`src/rtl/avm_master_if.sv`:
```
// Bundle of the command, response and Avalon-MM master signals of avm_master.
// The master modport is the avm_master side; the slave modport is whatever drives and consumes it.
interface avm_master_if #(
    parameter int ADDR_W = 4,
    parameter int DATA_W = 32
);
    logic              cmd_valid;
    logic              cmd_ready;
    logic              cmd_write;
    logic [ADDR_W-1:0] cmd_address;
    logic [DATA_W-1:0] cmd_writedata;

    logic              rsp_valid;
    logic              rsp_ready;
    logic [DATA_W-1:0] rsp_readdata;
    logic              rsp_error;

    logic [ADDR_W-1:0] avm_m0_address;
    logic              avm_m0_read;
    logic              avm_m0_write;
    logic [DATA_W-1:0] avm_m0_writedata;
    logic [DATA_W-1:0] avm_m0_readdata;
    logic              avm_m0_waitrequest;

    modport master (
        input  cmd_valid, cmd_write, cmd_address, cmd_writedata,
        input  rsp_ready,
        input  avm_m0_readdata, avm_m0_waitrequest,
        output cmd_ready,
        output rsp_valid, rsp_readdata, rsp_error,
        output avm_m0_address, avm_m0_read, avm_m0_write, avm_m0_writedata
    );

    modport slave (
        output cmd_valid, cmd_write, cmd_address, cmd_writedata,
        output rsp_ready,
        output avm_m0_readdata, avm_m0_waitrequest,
        input  cmd_ready,
        input  rsp_valid, rsp_readdata, rsp_error,
        input  avm_m0_address, avm_m0_read, avm_m0_write, avm_m0_writedata
    );
endinterface

```
`src/rtl/avm_master.sv`:
```
// Single-outstanding Avalon-MM master: one command in, one Avalon read/write, one response out.
// Optional waitrequest timeout abort is enabled by defining AVM_MASTER_TIMEOUT_EN.
module avm_master #(
    parameter int ADDR_W  = 4,
    parameter int DATA_W  = 32,
    parameter int TIMEOUT = 255
) (
    input  logic         clk,
    input  logic         reset,
    avm_master_if.master bus
);
    localparam logic [1:0] ST_IDLE = 2'd0;
    localparam logic [1:0] ST_BUSY = 2'd1;
    localparam logic [1:0] ST_RESP = 2'd2;

    if (TIMEOUT < 1 || TIMEOUT > 65535) begin : g_timeout_range
        $error("avm_master: TIMEOUT must be in 1..65535");
    end

    logic [1:0]        state_reg;
    logic [1:0]        state_next;
    logic              cmd_ready_reg;
    logic [ADDR_W-1:0] address_reg;
    logic [DATA_W-1:0] writedata_reg;
    logic              read_reg;
    logic              write_reg;
    logic              rsp_valid_reg;
    logic [DATA_W-1:0] rsp_readdata_reg;

    logic accept;
    logic complete;
    logic abort;
    logic consume;

    // cmd_ready_reg is only high in IDLE outside reset, so it doubles as the accept qualifier
    assign accept   = cmd_ready_reg & bus.cmd_valid;
    assign complete = (state_reg == ST_BUSY) & ~bus.avm_m0_waitrequest;
    assign consume  = (state_reg == ST_RESP) & bus.rsp_ready;

`ifdef AVM_MASTER_TIMEOUT_EN
    localparam logic [15:0] TIMEOUT_CNT = 16'(TIMEOUT);

    logic [15:0] stall_cnt_reg;
    logic        rsp_error_reg;

    // A drop of waitrequest on the limit edge takes the complete branch, not abort
    assign abort = (state_reg == ST_BUSY) & bus.avm_m0_waitrequest & (stall_cnt_reg == TIMEOUT_CNT);

    always_ff @(posedge clk) begin
        if (reset) begin
            stall_cnt_reg <= '0;
            rsp_error_reg <= 1'b0;
        end else begin
            if (accept) begin
                stall_cnt_reg <= '0;
            end else if ((state_reg == ST_BUSY) && bus.avm_m0_waitrequest) begin
                stall_cnt_reg <= stall_cnt_reg + 16'd1;
            end

            if (complete) begin
                rsp_error_reg <= 1'b0;
            end else if (abort) begin
                rsp_error_reg <= 1'b1;
            end else if (consume) begin
                rsp_error_reg <= 1'b0;
            end
        end
    end

    assign bus.rsp_error = rsp_error_reg;
`else
    assign abort         = 1'b0;
    assign bus.rsp_error = 1'b0;
`endif

    always_comb begin
        state_next = state_reg;
        case (state_reg)
            ST_IDLE: if (accept)             state_next = ST_BUSY;
            ST_BUSY: if (complete || abort)  state_next = ST_RESP;
            ST_RESP: if (bus.rsp_ready)      state_next = ST_IDLE;
            default:                         state_next = ST_IDLE;
        endcase
    end

    always_ff @(posedge clk) begin
        if (reset) begin
            state_reg        <= ST_IDLE;
            cmd_ready_reg    <= 1'b0;
            address_reg      <= '0;
            writedata_reg    <= '0;
            read_reg         <= 1'b0;
            write_reg        <= 1'b0;
            rsp_valid_reg    <= 1'b0;
            rsp_readdata_reg <= '0;
        end else begin
            state_reg     <= state_next;
            cmd_ready_reg <= (state_next == ST_IDLE);

            if (accept) begin
                address_reg   <= bus.cmd_address;
                writedata_reg <= bus.cmd_writedata;
                read_reg      <= ~bus.cmd_write;
                write_reg     <= bus.cmd_write;
            end else if (complete || abort) begin
                read_reg  <= 1'b0;
                write_reg <= 1'b0;
            end

            if (complete) begin
                rsp_valid_reg    <= 1'b1;
                rsp_readdata_reg <= read_reg ? bus.avm_m0_readdata : '0;
            end else if (abort) begin
                rsp_valid_reg    <= 1'b1;
                rsp_readdata_reg <= '0;
            end else if (consume) begin
                rsp_valid_reg    <= 1'b0;
                rsp_readdata_reg <= '0;
            end
        end
    end

    assign bus.cmd_ready        = cmd_ready_reg;
    assign bus.avm_m0_address   = address_reg;
    assign bus.avm_m0_writedata = writedata_reg;
    assign bus.avm_m0_read      = read_reg;
    assign bus.avm_m0_write     = write_reg;
    assign bus.rsp_valid        = rsp_valid_reg;
    assign bus.rsp_readdata     = rsp_readdata_reg;
endmodule

```
`src/flat_wrapper.sv`:
```
// flat-port wrapper written by rule: the top's interface ports become plain ports
module avm_master_flat 
#(
    parameter int ADDR_W  = 4,
    parameter int DATA_W  = 32,
    parameter int TIMEOUT = 255
)
  (clk, reset, bus_cmd_valid, bus_cmd_write, bus_cmd_address, bus_cmd_writedata, bus_rsp_ready, bus_avm_m0_readdata, bus_avm_m0_waitrequest, bus_cmd_ready, bus_rsp_valid, bus_rsp_readdata, bus_rsp_error, bus_avm_m0_address, bus_avm_m0_read, bus_avm_m0_write, bus_avm_m0_writedata);
  avm_master_if #(.ADDR_W(ADDR_W), .DATA_W(DATA_W)) bus_i ();
  input  logic clk;
  input  logic reset;
  input wire logic [$bits(bus_i.cmd_valid)-1:0] bus_cmd_valid;
  input wire logic [$bits(bus_i.cmd_write)-1:0] bus_cmd_write;
  input wire logic [$bits(bus_i.cmd_address)-1:0] bus_cmd_address;
  input wire logic [$bits(bus_i.cmd_writedata)-1:0] bus_cmd_writedata;
  input wire logic [$bits(bus_i.rsp_ready)-1:0] bus_rsp_ready;
  input wire logic [$bits(bus_i.avm_m0_readdata)-1:0] bus_avm_m0_readdata;
  input wire logic [$bits(bus_i.avm_m0_waitrequest)-1:0] bus_avm_m0_waitrequest;
  output wire logic [$bits(bus_i.cmd_ready)-1:0] bus_cmd_ready;
  output wire logic [$bits(bus_i.rsp_valid)-1:0] bus_rsp_valid;
  output wire logic [$bits(bus_i.rsp_readdata)-1:0] bus_rsp_readdata;
  output wire logic [$bits(bus_i.rsp_error)-1:0] bus_rsp_error;
  output wire logic [$bits(bus_i.avm_m0_address)-1:0] bus_avm_m0_address;
  output wire logic [$bits(bus_i.avm_m0_read)-1:0] bus_avm_m0_read;
  output wire logic [$bits(bus_i.avm_m0_write)-1:0] bus_avm_m0_write;
  output wire logic [$bits(bus_i.avm_m0_writedata)-1:0] bus_avm_m0_writedata;
  assign bus_i.cmd_valid = bus_cmd_valid;
  assign bus_i.cmd_write = bus_cmd_write;
  assign bus_i.cmd_address = bus_cmd_address;
  assign bus_i.cmd_writedata = bus_cmd_writedata;
  assign bus_i.rsp_ready = bus_rsp_ready;
  assign bus_i.avm_m0_readdata = bus_avm_m0_readdata;
  assign bus_i.avm_m0_waitrequest = bus_avm_m0_waitrequest;
  assign bus_cmd_ready = bus_i.cmd_ready;
  assign bus_rsp_valid = bus_i.rsp_valid;
  assign bus_rsp_readdata = bus_i.rsp_readdata;
  assign bus_rsp_error = bus_i.rsp_error;
  assign bus_avm_m0_address = bus_i.avm_m0_address;
  assign bus_avm_m0_read = bus_i.avm_m0_read;
  assign bus_avm_m0_write = bus_i.avm_m0_write;
  assign bus_avm_m0_writedata = bus_i.avm_m0_writedata;
  avm_master #(.ADDR_W(ADDR_W), .DATA_W(DATA_W), .TIMEOUT(TIMEOUT)) u_core (.clk(clk), .reset(reset), .bus(bus_i));
endmodule
```
`config.mk`:
```
export PLATFORM = sky130hd
export DESIGN_NAME = avm_master_flat
export DESIGN_NICKNAME = d
export VERILOG_FILES = /design/src/rtl/avm_master_if.sv /design/src/rtl/avm_master.sv /design/src/flat_wrapper.sv
export SDC_FILE = /design/constraint.sdc
export NUM_CORES = 1
export LEC_CHECK = 0
export CORE_MARGIN = 1.5
export CORE_UTILIZATION = 38
export CTS_CLUSTER_SIZE = 25
export DETAILED_ROUTE_END_ITERATION = 10
export PLACE_DENSITY = 0.89
export REMOVE_ABC_BUFFERS = 1
export SKIP_CTS_REPAIR_TIMING = 1
export SYNTH_ARGS = -nofsm -noshare
export SYNTH_HDL_FRONTEND = slang
export SYNTH_SLANG_ARGS = --single-unit
```
`constraint.sdc`:
```
create_clock -name clk -period 1.8 [get_ports clk]
set_clock_uncertainty 0.2 [all_clocks]
set_input_delay 0.36 -clock clk [delete_from_list [all_inputs] [get_ports clk]]
set_output_delay 0.36 -clock clk [all_outputs]
set_load 0.01 [all_outputs]
```
* Word-level counts from Yosys, hierarchy flattened
Index checks and enable logic that the tools add are counted.
** Word-level totals
- Flip-flop bits (word level) :: 74
- Output and inout bits :: 73
** Operators by class
- Equality and inequality tests :: 2
- Multiplexer cells :: 12
- Bitwise operators :: 5
- Reduce and logical (&&, ||, !) cells :: 4
** Operators with widths (count)
- two-way mux 32 bit :: 3
- two-way mux 2 bit :: 3
- case mux 2 bit (3 select lines) :: 1
- two-way mux 1 bit :: 5
- zero test 2 bit :: 2
- nonzero test 2 bit :: 2
- bitwise AND 1 bit :: 3
- equality test 2 x 1 -> 1 bit, second input constant :: 1
- equality test 2 bit, second input constant :: 1
- inverter 1 bit :: 2

* Depth between registers and ports, before layout
Gate-level depths: netlist of the first run.
- Word-level depth :: 5
- Gate-level depth with buffers :: 5
- Gate-level depth less buffers :: 3

* Worst setup path before layout of the first run
No wires, ideal clock.
- Path kind :: reg2reg
- From :: register u_core.state_reg[0]
- To :: register u_core.rsp_readdata_reg[10] (netlist: u_core.bus.rsp_readdata[10])
- Arrival time :: 1.230 ns
- Setup slack :: 0.242 ns
- Stages on the path, launching flop included :: 6
- Path buffers :: 2
- Period minus slack after synthesis :: 1.558 ns
- Path through :: dfxtp_1 > or3b_1 > buf_6 > buf_6 > a32oi_1 > nor2_1
** On the way
- Word-level cells in the longest chain between the ends :: 3
** Ends and longest elaborated chain
- start: declaration :: RTL line avm_master.sv:20 : logic [1:0] state_reg;
- start signal: assignment :: RTL line avm_master.sv:97 : state_reg <= state_next;
- equality test 2 x 1 -> 1 bit / equality test 2 bit (equally long branches) :: RTL line avm_master.sv:37, avm_master.sv:38
- bitwise AND 1 bit, on equally long branches :: RTL line avm_master.sv:37, avm_master.sv:38
- two-way mux 32 bit / nonzero test 2 bit (equally long branches)
- end signal: assignment :: RTL line avm_master.sv:112 : rsp_readdata_reg <= read_reg ? bus.avm_m0_readdata : '0;
- end: declaration :: RTL line avm_master.sv:28 : logic [DATA_W-1:0] rsp_readdata_reg;
Parallel ways exist; a longest one is shown, timed or not.
A chain may end at the register's enable or synchronous reset.

* Worst setup path in the final report of the first run
- From :: register u_core.writedata_reg[17] (netlist: u_core.bus.avm_m0_writedata[17])
- To :: output bus_avm_m0_writedata[17]
** RTL lines
- start: declaration :: RTL line avm_master.sv:24 : logic [DATA_W-1:0] writedata_reg;
- start signal: assignment :: RTL line avm_master.sv:102 : writedata_reg <= bus.cmd_writedata;
- end: declaration :: RTL line flat_wrapper.sv:26 : output wire logic [$bits(bus_i.avm_m0_writedata)-1:0] bus_avm_m0_writedata;
No word-level cell between the ends.

==> key figures, run 1 <==
Clock network
  • Worst-path clk slew: 0.07 ns
  • CTS root buf: clkbuf_8
  • Clock sink count: 74
  • Max Root-Sink Buffers: 2
  • Clk_lat worst skew: 0.32 ns
  • H-Tree Depth: 3
  • Clock buffer count from CTS: 9
  • CTS tree: yes

Setup path
  • CP Data Required Time: 1.24 ns
  • CP top delay family: buffers and inverters
  • CP Buf/Inv Count: 1
  • CP arrival: 1.20 ns
  • Crit-path max cell delay: 0.54 ns
  • Crit-path cells: clkdlybuf4s50_1
  • CP Class: flip-flop to output port
  • Setup crit start kind: flip-flop
  • Crit-path max FO: 2
  • Slowest cell on crit path: clkdlybuf4s50_1
  • Setup crit end kind: output port

Synth
  • Distinct cells, synth: 22
  • Yosys reg bits: 74
  • Mapped Cells: 298
  • Mean Syn Cell Area: 8.77 sq um
  • Sequential area share after synthesis: 0.567
  • Post-Synthesis Cell Area: 2610 sq um
  • Synth warn: 0

Drt
  • DR DRC count: 0
  • Vias: 2636
  • Post-DR vias/cell: 5.07
  • Routed Antenna Nets: 0
  • Routed wire length: 7.25 mm
  • Pre-antenna DRT Iters: 6
  • Initial DRC Count: 69
  • Routed wire length per instance: 13.9 um

Global routing
  • Total Routing Usage GR: 0.190
  • First-pass GRT wire length: 11.3 mm
  • Pin count of the biggest net entering global routing: 40
  • GRT overflow: 0
  • Initial antenna violation count: 0
  • Vias in the first global route: 2572

Final layout
  • Share of cells above drive strength 1: 0.0591
  • Layout Area Growth over Synthesis: 72.2%
  • Register area: 1480 sq um
  • Antenna Cells: 0
  • Layout net count: 510
  • Area taken by multi-input logic gates: 1000 sq um
  • # fillers: 528

Die
  • Die ar.: 7380 sq um
  • Initial cell density of the core: 0.389
  • Die Ht: 85.9 um
  • Row count: 30
  • Core area: 6720 sq um
  • Boundary Pins: 147
  • Die W: 85.9 um

STA
  • Post-route clock period utilization: 0.979
  • Hold Violations, Final: 0
  • Max Slew Vio Count: 0
  • Fmax: 568 MHz
  • Setup TNS Final: 0 ns
  • RSZ-0062 raised after global routing: false
  • Finish-stage setup viols: 0
  • Fin crit period: 1.76 ns

Outcome
  • Status: finished clean

Hold path
  • Tightest Hold Check Type: flip-flop to flip-flop

Power and ir drop
  • PD cells: 749 nW/um^2
  • Lkg Pwr: 2.61 nW
  • Worst vdd ir: 0.596 mV
  • Final Power: 3.37 mW

Placement
  • Dpl hpwl: 4.94 mm
  • Final Wtd Congestion: 0.750
  • I/O Buffers: 145

Flow run
  • Max_cap viols: 0
kinds of logic after synthesis:
group                  synth area share
AOI/OAI and AO/OA                 0.190
buffers and inverters            0.0555
DFF                               0.567
muxes                           0.00383
other                           0.00143
and+or+nand+nor                   0.183
metal layers:
| metal | global-route usage | up-vias | routed length [um] |
|---|---|---|---|
| li1 | - | 1302 | - |
| met1 | 0.199 | 1209 | 2860 |
| met2 | 0.339 | 115 | 3530 |
| met3 | 0.0780 | 10 | 765 |
| met4 | 0.0733 | 0 | 82 |
| met5 | 0 | - | 0 |
power by group:
| group | total, mW | switching, mW | internal [mW] |
|---|---|---|---|
| combinational | 0.442 | 0.177 | 0.264 |
| clock | 1.22 | 0.550 | 0.668 |
| sequential | 1.71 | 0.0265 | 1.69 |
| total | 3.37 | 0.754 | 2.62 |
per-stage QoR:
step / utilization / area (sq um) / hold WS (ns) / setup WS [ns] / cells
after floorplan: - / 2470 / 0.229 / -1.40 / 270
after global placement: 0.620 / 4170 / 0.241 / -0.161 / 505
after detailed placement: 0.620 / 4170 / 0.247 / -0.191 / 505
after CTS: 0.648 / 4350 / 0.256 / -0.0245 / 520
after global routing: 0.670 / 4500 / 0.274 / 0.0000959 / 520
final: 0.670 / 4500 / 0.255 / 0.0380 / 520
cell usage in the layout, fill, tap and decap left out, types with 2 or more instances in the layout:
cell | netlist | routed
a21oi_1 | 41 | 41
a32oi_1 | 32 | 32
buf_12 | 0 | 5
buf_4 | 1 | 5
clkbuf_1 | 15 | 2
clkbuf_8 | 0 | 10
clkdlybuf4s50_1 | 0 | 85
clkinv_2 | 0 | 2
dfxtp_1 | 74 | 74
dlymetal6s2s_1 | 0 | 59
nand2_1 | 76 | 76
nand3_1 | 2 | 2
nor2_1 | 33 | 33
o21ai_0 | 2 | 2
path summary, 6_finish.rpt:
kind | from | end | slack [ns] | depth (start not counted)
max | u_core.bus.avm_m0_writedata[17]$_SDFFE_PP0P_ | bus_avm_m0_writedata[17] | 0.04 | 1
min | u_core.bus.avm_m0_writedata[23]$_SDFFE_PP0P_ | u_core.bus.avm_m0_writedata[23]$_SDFFE_PP0P_ | 0.25 | 2
max reg2reg | u_core.state_reg[0]$_SDFF_PP0_ | u_core.bus.rsp_readdata[18]$_SDFFE_PP0P_ | 0.10 | 4
min reg2reg | u_core.bus.avm_m0_writedata[23]$_SDFFE_PP0P_ | u_core.bus.avm_m0_writedata[23]$_SDFFE_PP0P_ | 0.25 | 2
synth_stat cells, drive strengths merged:
| cell | instances | area share |
|---|---|---|
| nand2 | 76 | 0.11 |
| dfxtp | 74 | 0.57 |
| a21oi | 41 | 0.079 |
| nor2 | 33 | 0.047 |
| a32oi | 32 | 0.11 |
| clkbuf | 15 | 0.022 |
| buf | 13 | 0.034 |
| nand3 | 2 | 0.0038 |
| o21ai | 2 | 0.0038 |
| or3b | 2 | 0.0067 |
| and2 | 1 | 0.0024 |
| conb | 1 | 0.0014 |
| mux2i | 1 | 0.0038 |
| nand2b | 1 | 0.0024 |
| nand3b | 1 | 0.0029 |
| nor3 | 1 | 0.0019 |
| nor4bb | 1 | 0.0038 |
| or3 | 1 | 0.0024 |
cell type report:
| class | count | area share |
|---|---|---|
| clock inverters | 3 | 0.00890 |
| flip-flops and latches | 74 | 0.329 |
| well taps | 80 | 0.0222 |
| repair buffers | 155 | 0.385 |
| clock buffers | 12 | 0.0322 |
| multi-input cells | 196 | 0.223 |
Power figures use the tool's default switching activity.
==> run 2, diff against run 1 <==
--- a/config.mk
+++ b/config.mk
@@ -9,7 +9,9 @@
 export CORE_UTILIZATION = 38
 export CTS_CLUSTER_SIZE = 25
 export DETAILED_ROUTE_END_ITERATION = 10
+export GPL_ROUTABILITY_DRIVEN = 1
 export PLACE_DENSITY = 0.89
+export RECOVER_POWER = 50
 export REMOVE_ABC_BUFFERS = 1
 export SKIP_CTS_REPAIR_TIMING = 1
 export SYNTH_ARGS = -nofsm -noshare
==> run 2 against run 1 <==
- maximum frequency down 0.19%
- sequential cell count unchanged
- critical path depth unchanged
- largest power group unchanged
- register-to-register slack about the same
- first-iteration DRC count up 5.8%
- sequential share of layout area up 1.1 points
- power down 0.24%
- hold slack about the same
- core utilization down 2.2 points
- design area down 3.3%
- die area unchanged
- count of clock-buffer cells in the layout unchanged
==> key figures, run 2 (synthesis gave the netlist of run 1 again) <==
Die
  • Initial cell density of the core: 0.389 (unchanged)
  • Row count: 30 (unchanged)
  • Core area: 6720 sq um (unchanged)
  • Die ar.: 7380 sq um (unchanged)
  • Die Ht: 85.9 um (unchanged)
  • Boundary Pins: 147 (unchanged)
  • Die W: 85.9 um (unchanged)

Setup path
  • R2R setup slack: 0.09 ns (about the same)
  • Crit-path max FO: 2 (unchanged)
  • Crit-path cells: clkdlybuf4s50_1
  • CP Class: flip-flop to output port
  • Slowest cell on crit path: clkdlybuf4s50_1
  • CP arrival: 1.21 ns (about the same)
  • CP Data Required Time: 1.24 ns (about the same)
  • RR Startpoint: u_core.state_reg[0]$_SDFF_PP0_
  • Setup crit end kind: output port
  • Crit. Startpoint: u_core.bus.rsp_readdata[16]$_SDFFE_PP0P_
  • CP Buf/Inv Count: 1 (unchanged)
  • Setup crit start kind: flip-flop
  • CP top delay family: buffers and inverters
  • Crit-path max cell delay: 0.54 ns (about the same)

Final layout
  • Share of cells above drive strength 1: 0.0568 (-0.00227)
  • Fin cells: 520 (unchanged)
  • Final Core Density: 0.648 (-0.0218)
  • Layout net count: 510 (unchanged)
  • Most frequent cells in the layout: 85 x clkdlybuf4s50_1, 76 x nand2_1, 74 x dfxtp_1
  • Antenna Cells: 0 (unchanged)
  • Non-Filler Cell Area, Final: 4350 sq um (-3.3%)
  • Most common cell after layout, fill and taps aside: clkdlybuf4s50_1
  • Layout Area Growth over Synthesis: 66.6%

STA
  • Setup TNS Final: 0 ns (unchanged)
  • Fin crit period: 1.77 ns (+0.00333 ns)
  • Finish-stage setup viols: 0 (unchanged)
  • Max Slew Vio Count: 0 (unchanged)
  • Final worst setup slack: 0.0347 ns (-0.00333 ns)
  • Fmax: 566 MHz (-0.19%)
  • RSZ-0062 raised after global routing: false
  • Hold Violations, Final: 0 (unchanged)
  • Post-route clock period utilization: 0.981 (+0.00185)

Power and ir drop
  • Sequential share of power: 0.510 (+0.002)
  • Gate power share: 0.128 (-0.003)
  • Switching part of the total: 0.224 (+0.000664)
  • Clk pwr share: 0.362 (about the same)
  • Int Power: 2.61 mW (-0.32%)
  • Lkg Pwr: 1.72 nW (-34%)
  • Switching pwr: 0.754 mW (about the same)
  • PD cells: 773 nW/um^2 (+3.1%)
  • Worst vdd ir: 0.596 mV (about the same)

Placement
  • Placed Cells: 505 (unchanged)
  • Area after DPL: 4170 sq um (unchanged)
  • I/O Buffers: 145 (unchanged)
  • Dpl hpwl: 4.94 mm (unchanged)
  • Final Wtd Congestion: 0.750 (unchanged)
  • Pre-CTS setup slack: -0.191 ns (unchanged)

Drt
  • Initial DRC Count: 73 (+5.8%)
  • DR DRC count: 0 (unchanged)
  • Routed wire length: 7.23 mm (-0.23%)
  • Pre-antenna DRT Iters: 4 (-2)
  • Routed Antenna Nets: 0 (unchanged)
  • Vias: 2648 (+0.46%)
  • Routed wire length per instance: 13.9 um (-0.23%)
  • Post-DR vias/cell: 5.09 (+0.46%)

Global routing
  • First-pass GRT wire length: 11.3 mm (unchanged)
  • GRT overflow: 0 (unchanged)
  • Pin count of the biggest net entering global routing: 40 (unchanged)
  • Vias in the first global route: 2572 (unchanged)
  • Total Routing Usage GR: 0.190 (unchanged)
  • Initial antenna violation count: 0 (unchanged)

Clock network
  • Clock buffer count from CTS: 9 (unchanged)
  • CTS tree: yes
  • CTS root buf: clkbuf_8
  • Max Root-Sink Buffers: 2 (unchanged)
  • Worst-path clk slew: 0.07 ns (about the same)
  • Clock sink count: 74 (unchanged)
  • Clk_lat worst skew: 0.32 ns (about the same)
  • H-Tree Depth: 3 (unchanged)

Outcome
  • Status: finished clean

Hold path
  • Tightest Hold Check Type: flip-flop to flip-flop
  • Worst hold start: u_core.bus.avm_m0_writedata[0]$_SDFFE_PP0P_

Flow run
  • Max_cap viols: 0 (unchanged)
==> run 2: changes by cell type in the layout (fill, tap and decap cells not counted) <==
cell / change
dlymetal6s2s_1: -47
clkdlybuf4s25_1: +45
clkbuf_1: +3
buf_12: -1
buf_4: -1
clkbuf_4: +1
==> run 2: power by group through the flow <==
stage | logic [mW] | registers [mW] | clock network, mW
after floorplan | 0.0938 | 1.77 | 0
after global placement | 0.443 | 1.75 | 0
after detailed placement | 0.450 | 1.75 | 0
after CTS | 0.452 | 1.71 | 1.25
after global routing | 0.466 | 1.72 | 1.33
final | 0.432 | 1.71 | 1.22
==> run 2: final cells by class <==
cell class	instances	area, sq um
multi-input cells	196	1000
repair buffers	155	1590
clock buffers	12	145
flip-flops and latches	74	1480
clock inverters	3	40.0
fillers	560	2360
well taps	80	100
==> run 2: tightest hold or removal path, stage by stage (launching register included) <==
cell and delay, ns:
dfxtp_1 0.31, nand2_1 0.05, a21oi_1 0.05
==> run 2: through the flow <==
stage / hold slack (ns) / power, mW
after floorplan: 0.229 / 1.87
after global placement: 0.241 / 2.19
after detailed placement: 0.247 / 2.20
after CTS: 0.256 / 3.42
after global routing: 0.274 / 3.51
final: 0.255 / 3.36
==> run 2: worst paths after layout <==
path / depth (start not counted) / to
max: 1 / bus_rsp_readdata[16]
min: 2 / u_core.bus.avm_m0_writedata[0]$_SDFFE_PP0P_
max reg2reg: 4 / u_core.bus.rsp_readdata[18]$_SDFFE_PP0P_
min reg2reg: 2 / u_core.bus.avm_m0_writedata[0]$_SDFFE_PP0P_
==> run 2: routing by layer <==
layer,vias to the layer above,track usage,wire length (um)
met5,-,0,0
met4,0,0.0733,82
met3,10,0.0780,742
met2,107,0.339,3540
met1,1230,0.199,2860
li1,1301,-,-
==> run 3, diff against run 2 <==
--- a/config.mk
+++ b/config.mk
@@ -5,8 +5,9 @@
 export SDC_FILE = /design/constraint.sdc
 export NUM_CORES = 1
 export LEC_CHECK = 0
+export ABC_AREA = 1
 export CORE_MARGIN = 1.5
-export CORE_UTILIZATION = 38
+export CORE_UTILIZATION = 40
 export CTS_CLUSTER_SIZE = 25
 export DETAILED_ROUTE_END_ITERATION = 10
 export GPL_ROUTABILITY_DRIVEN = 1
==> run 3 against run 2 <==
- count of clock-buffer cells in the layout is 2 lower
- die area is 5.7% higher
- first-iteration DRC count is 130% higher
- worst setup slack worse by 0.014 ns
- critical path type unchanged
- power is 15% higher
- largest power group unchanged
==> key figures, run 3 <==
Outcome
  • Status: finished clean

Power and ir drop
  • PD cells: 830 nW/um^2 (+7.5%)
  • Final Power: 3.87 mW (+15%)
  • Int Power: 2.90 mW (+11%)
  • Switching pwr: 0.973 mW (+29%)
  • Switching part of the total: 0.251 (+0.0273)
  • Lkg Pwr: 1.61 nW (-6.2%)
  • Worst vdd ir: 0.572 mV (-3.9%)
  • Sequential share of power: 0.457 (-0.053)
  • Clk pwr share: 0.371 (+0.009)
  • Gate power share: 0.172 (+0.044)

Clock network
  • Worst-path clk slew: 0.08 ns (about the same)
  • Clk_lat worst skew: 0.32 ns (about the same)
  • H-Tree Depth: 3 (unchanged)
  • CTS tree: yes
  • Clock buffer count from CTS: 9 (unchanged)
  • CTS root buf: clkbuf_8
  • Clock sink count: 74 (unchanged)
  • Max Root-Sink Buffers: 2 (unchanged)

Setup path
  • Crit-path max cell delay: 0.55 ns (about the same)
  • CP top delay family: buffers and inverters
  • CP Class: flip-flop to output port
  • CP arrival: 1.22 ns (about the same)
  • CP Buf/Inv Count: 1 (unchanged)
  • Slowest cell on crit path: clkdlybuf4s50_1
  • Crit-path max FO: 2 (unchanged)
  • CP Data Required Time: 1.24 ns (about the same)
  • Setup crit start kind: flip-flop
  • Setup crit end kind: output port
  • Crit-path cells: clkdlybuf4s50_1

Final layout
  • # fillers: 588 (+5.0%)
  • Fin cells: 607 (+17%)
  • Most frequent cells in the layout: 83 x clkdlybuf4s50_1, 76 x nor2_1, 74 x dfxtp_1
  • Antenna Cells: 0 (unchanged)
  • Layout Area Growth over Synthesis: 59.8%
  • Register area: 1480 sq um (unchanged)
  • Share of cells above drive strength 1: 0.0744 (+0.0175)
  • Layout net count: 580 (+14%)
  • Most common cell after layout, fill and taps aside: clkdlybuf4s50_1
  • Area taken by multi-input logic gates: 1250 sq um (+24%)

STA
  • Fin crit period: 1.78 ns (+0.0136 ns)
  • Hold Violations, Final: 0 (unchanged)
  • Post-route clock period utilization: 0.988 (+0.00754)
  • Fmax: 562 MHz (-0.76%)
  • Least-Margin Pin Slew: 0.557 ns
  • Max Slew Vio Count: 0 (unchanged)
  • Final worst setup slack: 0.0211 ns (-0.0136 ns)
  • Finish-stage setup viols: 0 (unchanged)
  • Relative slew margins: 0.629

Drt
  • Routed wire length per instance: 14.6 um (+5.4%)
  • Pre-antenna DRT Iters: 6 (+2)
  • Routed wire length: 8.89 mm (+23%)
  • Initial DRC Count: 171 (+130%)
  • Routed Antenna Nets: 0 (unchanged)
  • DR DRC count: 0 (unchanged)
  • Vias: 3005 (+13%)
  • Post-DR vias/cell: 4.95 (-2.8%)

Placement
  • I/O Buffers: 145 (unchanged)
  • Pre-CTS setup slack: -0.0726 ns (+0.119 ns)
  • Dpl hpwl: 6.17 mm (+25%)
  • Final Wtd Congestion: 0.789 (+5.2%)
  • Placed Cells: 591 (+17%)

Synth
  • Distinct cells, synth: 19 (-14%)
  • Yosys top cell by area: dfxtp_1
  • Main synth FF type: dfxtp_1
  • Mapped Cells: 369 (+24%)
  • Yosys reg bits: 74 (unchanged)
  • Sequential area share after synthesis: 0.508 (-0.0586)
  • Mean Syn Cell Area: 7.90 sq um (-9.9%)
  • Ys async rst share: 0 (unchanged)
  • EDFF count, synth: 0 (unchanged)
  • Post-Synthesis Cell Area: 2920 sq um (+12%)
  • Synth warn: 0 (unchanged)
  • Top-area cell type share of the netlist area: 0.508 (-0.0586)
  • Count leader, synth: nor2_1
  • Top cells by count, synth: 76 x nor2_1, 74 x dfxtp_1, 38 x nand2_1
  • Cells taking the most area after synthesis: dfxtp_1 51%, nor2_1 9.8%, nand3b_1 8.2%

Global routing
  • GRT overflow: 0 (unchanged)
  • First-pass GRT wire length: 13.2 mm (+17%)
  • Total Routing Usage GR: 0.218 (+0.0282)
  • Pin count of the biggest net entering global routing: 39 (-2.5%)
  • Initial antenna violation count: 0 (unchanged)
  • Vias in the first global route: 2840 (+10%)

Die
  • Die W: 88.4 um (+2.8%)
  • Core area: 6910 sq um (+2.8%)
  • Die ar.: 7810 sq um (+5.7%)
  • Initial cell density of the core: 0.422 (+0.0331)
  • Boundary Pins: 147 (unchanged)
  • Die Ht: 88.4 um (+2.8%)
  • Row count: 30 (unchanged)

Hold path
  • Tightest Hold Check Type: flip-flop to flip-flop

Flow run
  • Max_cap viols: 0 (unchanged)
## run 3: changes by cell type in the layout (fill, tap and decap cells not counted), sizes merged, moves of 6 or more
cell | previous run | this run
nor2 | 33 | 77
nand2 | 76 | 38
o21ai | 2 | 37
nand3 | 2 | 36
a32oi | 32 | 0
nand3b | 1 | 32
dlymetal6s2s | 12 | 1
clkdlybuf4s25 | 45 | 52
inv | 0 | 7
a21oi | 41 | 35
## run 3: cell type report
class / count / area share
Clock buffer: 10 / 0.0295
Tap cell: 96 / 0.0258
Clock inverter: 6 / 0.0191
Inverter: 6 / 0.00483
Multi-Input combinational cell: 257 / 0.268
Timing Repair Buffer: 158 / 0.335
Sequential cell: 74 / 0.318
## run 3: power groups by stage
stage                     Combinational (mW)  Sequential, mW  Clock [mW]
after floorplan                        0.200            1.85           0
after global placement                 0.679            1.80           0
after detailed placement               0.694            1.81           0
after CTS                              0.697            1.77        1.46
after global routing                   0.724            1.78        1.53
final                                  0.665            1.77        1.44
## run 3: layer usage
layer / vias to the layer above / global-route usage / routed length [um]
li1: 1491 / - / -
met1: 1416 / 0.252 / 3490
met2: 73 / 0.389 / 4750
met3: 25 / 0.0448 / 350
met4: 0 / 0.0980 / 298
met5: - / 0 / 0
## run 3: path summary, 6_finish.rpt
check                                                         startpoint                                  endpoint  slack, ns  depth (start not counted)
worst min register to register         u_core.bus.rsp_valid$_SDFFE_PP0P_         u_core.bus.rsp_valid$_SDFFE_PP0P_       0.27                          2
worst min-delay path                   u_core.bus.rsp_valid$_SDFFE_PP0P_         u_core.bus.rsp_valid$_SDFFE_PP0P_       0.27                          2
worst max-delay path            u_core.bus.rsp_readdata[29]$_SDFFE_PP0P_                      bus_rsp_readdata[29]       0.02                          1
worst max register to register            u_core.state_reg[0]$_SDFF_PP0_  u_core.bus.rsp_readdata[19]$_SDFFE_PP0P_       0.35                          5
## run 3: cells by family after synthesis
kind of cell | after synthesis | share of synthesized area
flip-flops | 74 | 0.508
AND/OR/NAND/NOR | 184 | 0.303
other | 1 | 0.00129
buffers and inverters | 38 | 0.0639
AO/OA/AOI/OAI | 72 | 0.124
## run 3: through the flow
stage / TNS [ns] / hold WS [ns] / utilization / area (sq um)
2_1_floorplan: 0 / 0.229 / - / 2750
3_3_place_gp: -0.308 / 0.251 / 0.649 / 4480
3_5_place_dp: -0.837 / 0.260 / 0.649 / 4480
4_1_cts: -0.0792 / 0.272 / 0.682 / 4710
5_1_grt: -0.00123 / 0.278 / 0.675 / 4660
6_report: 0 / 0.266 / 0.675 / 4660
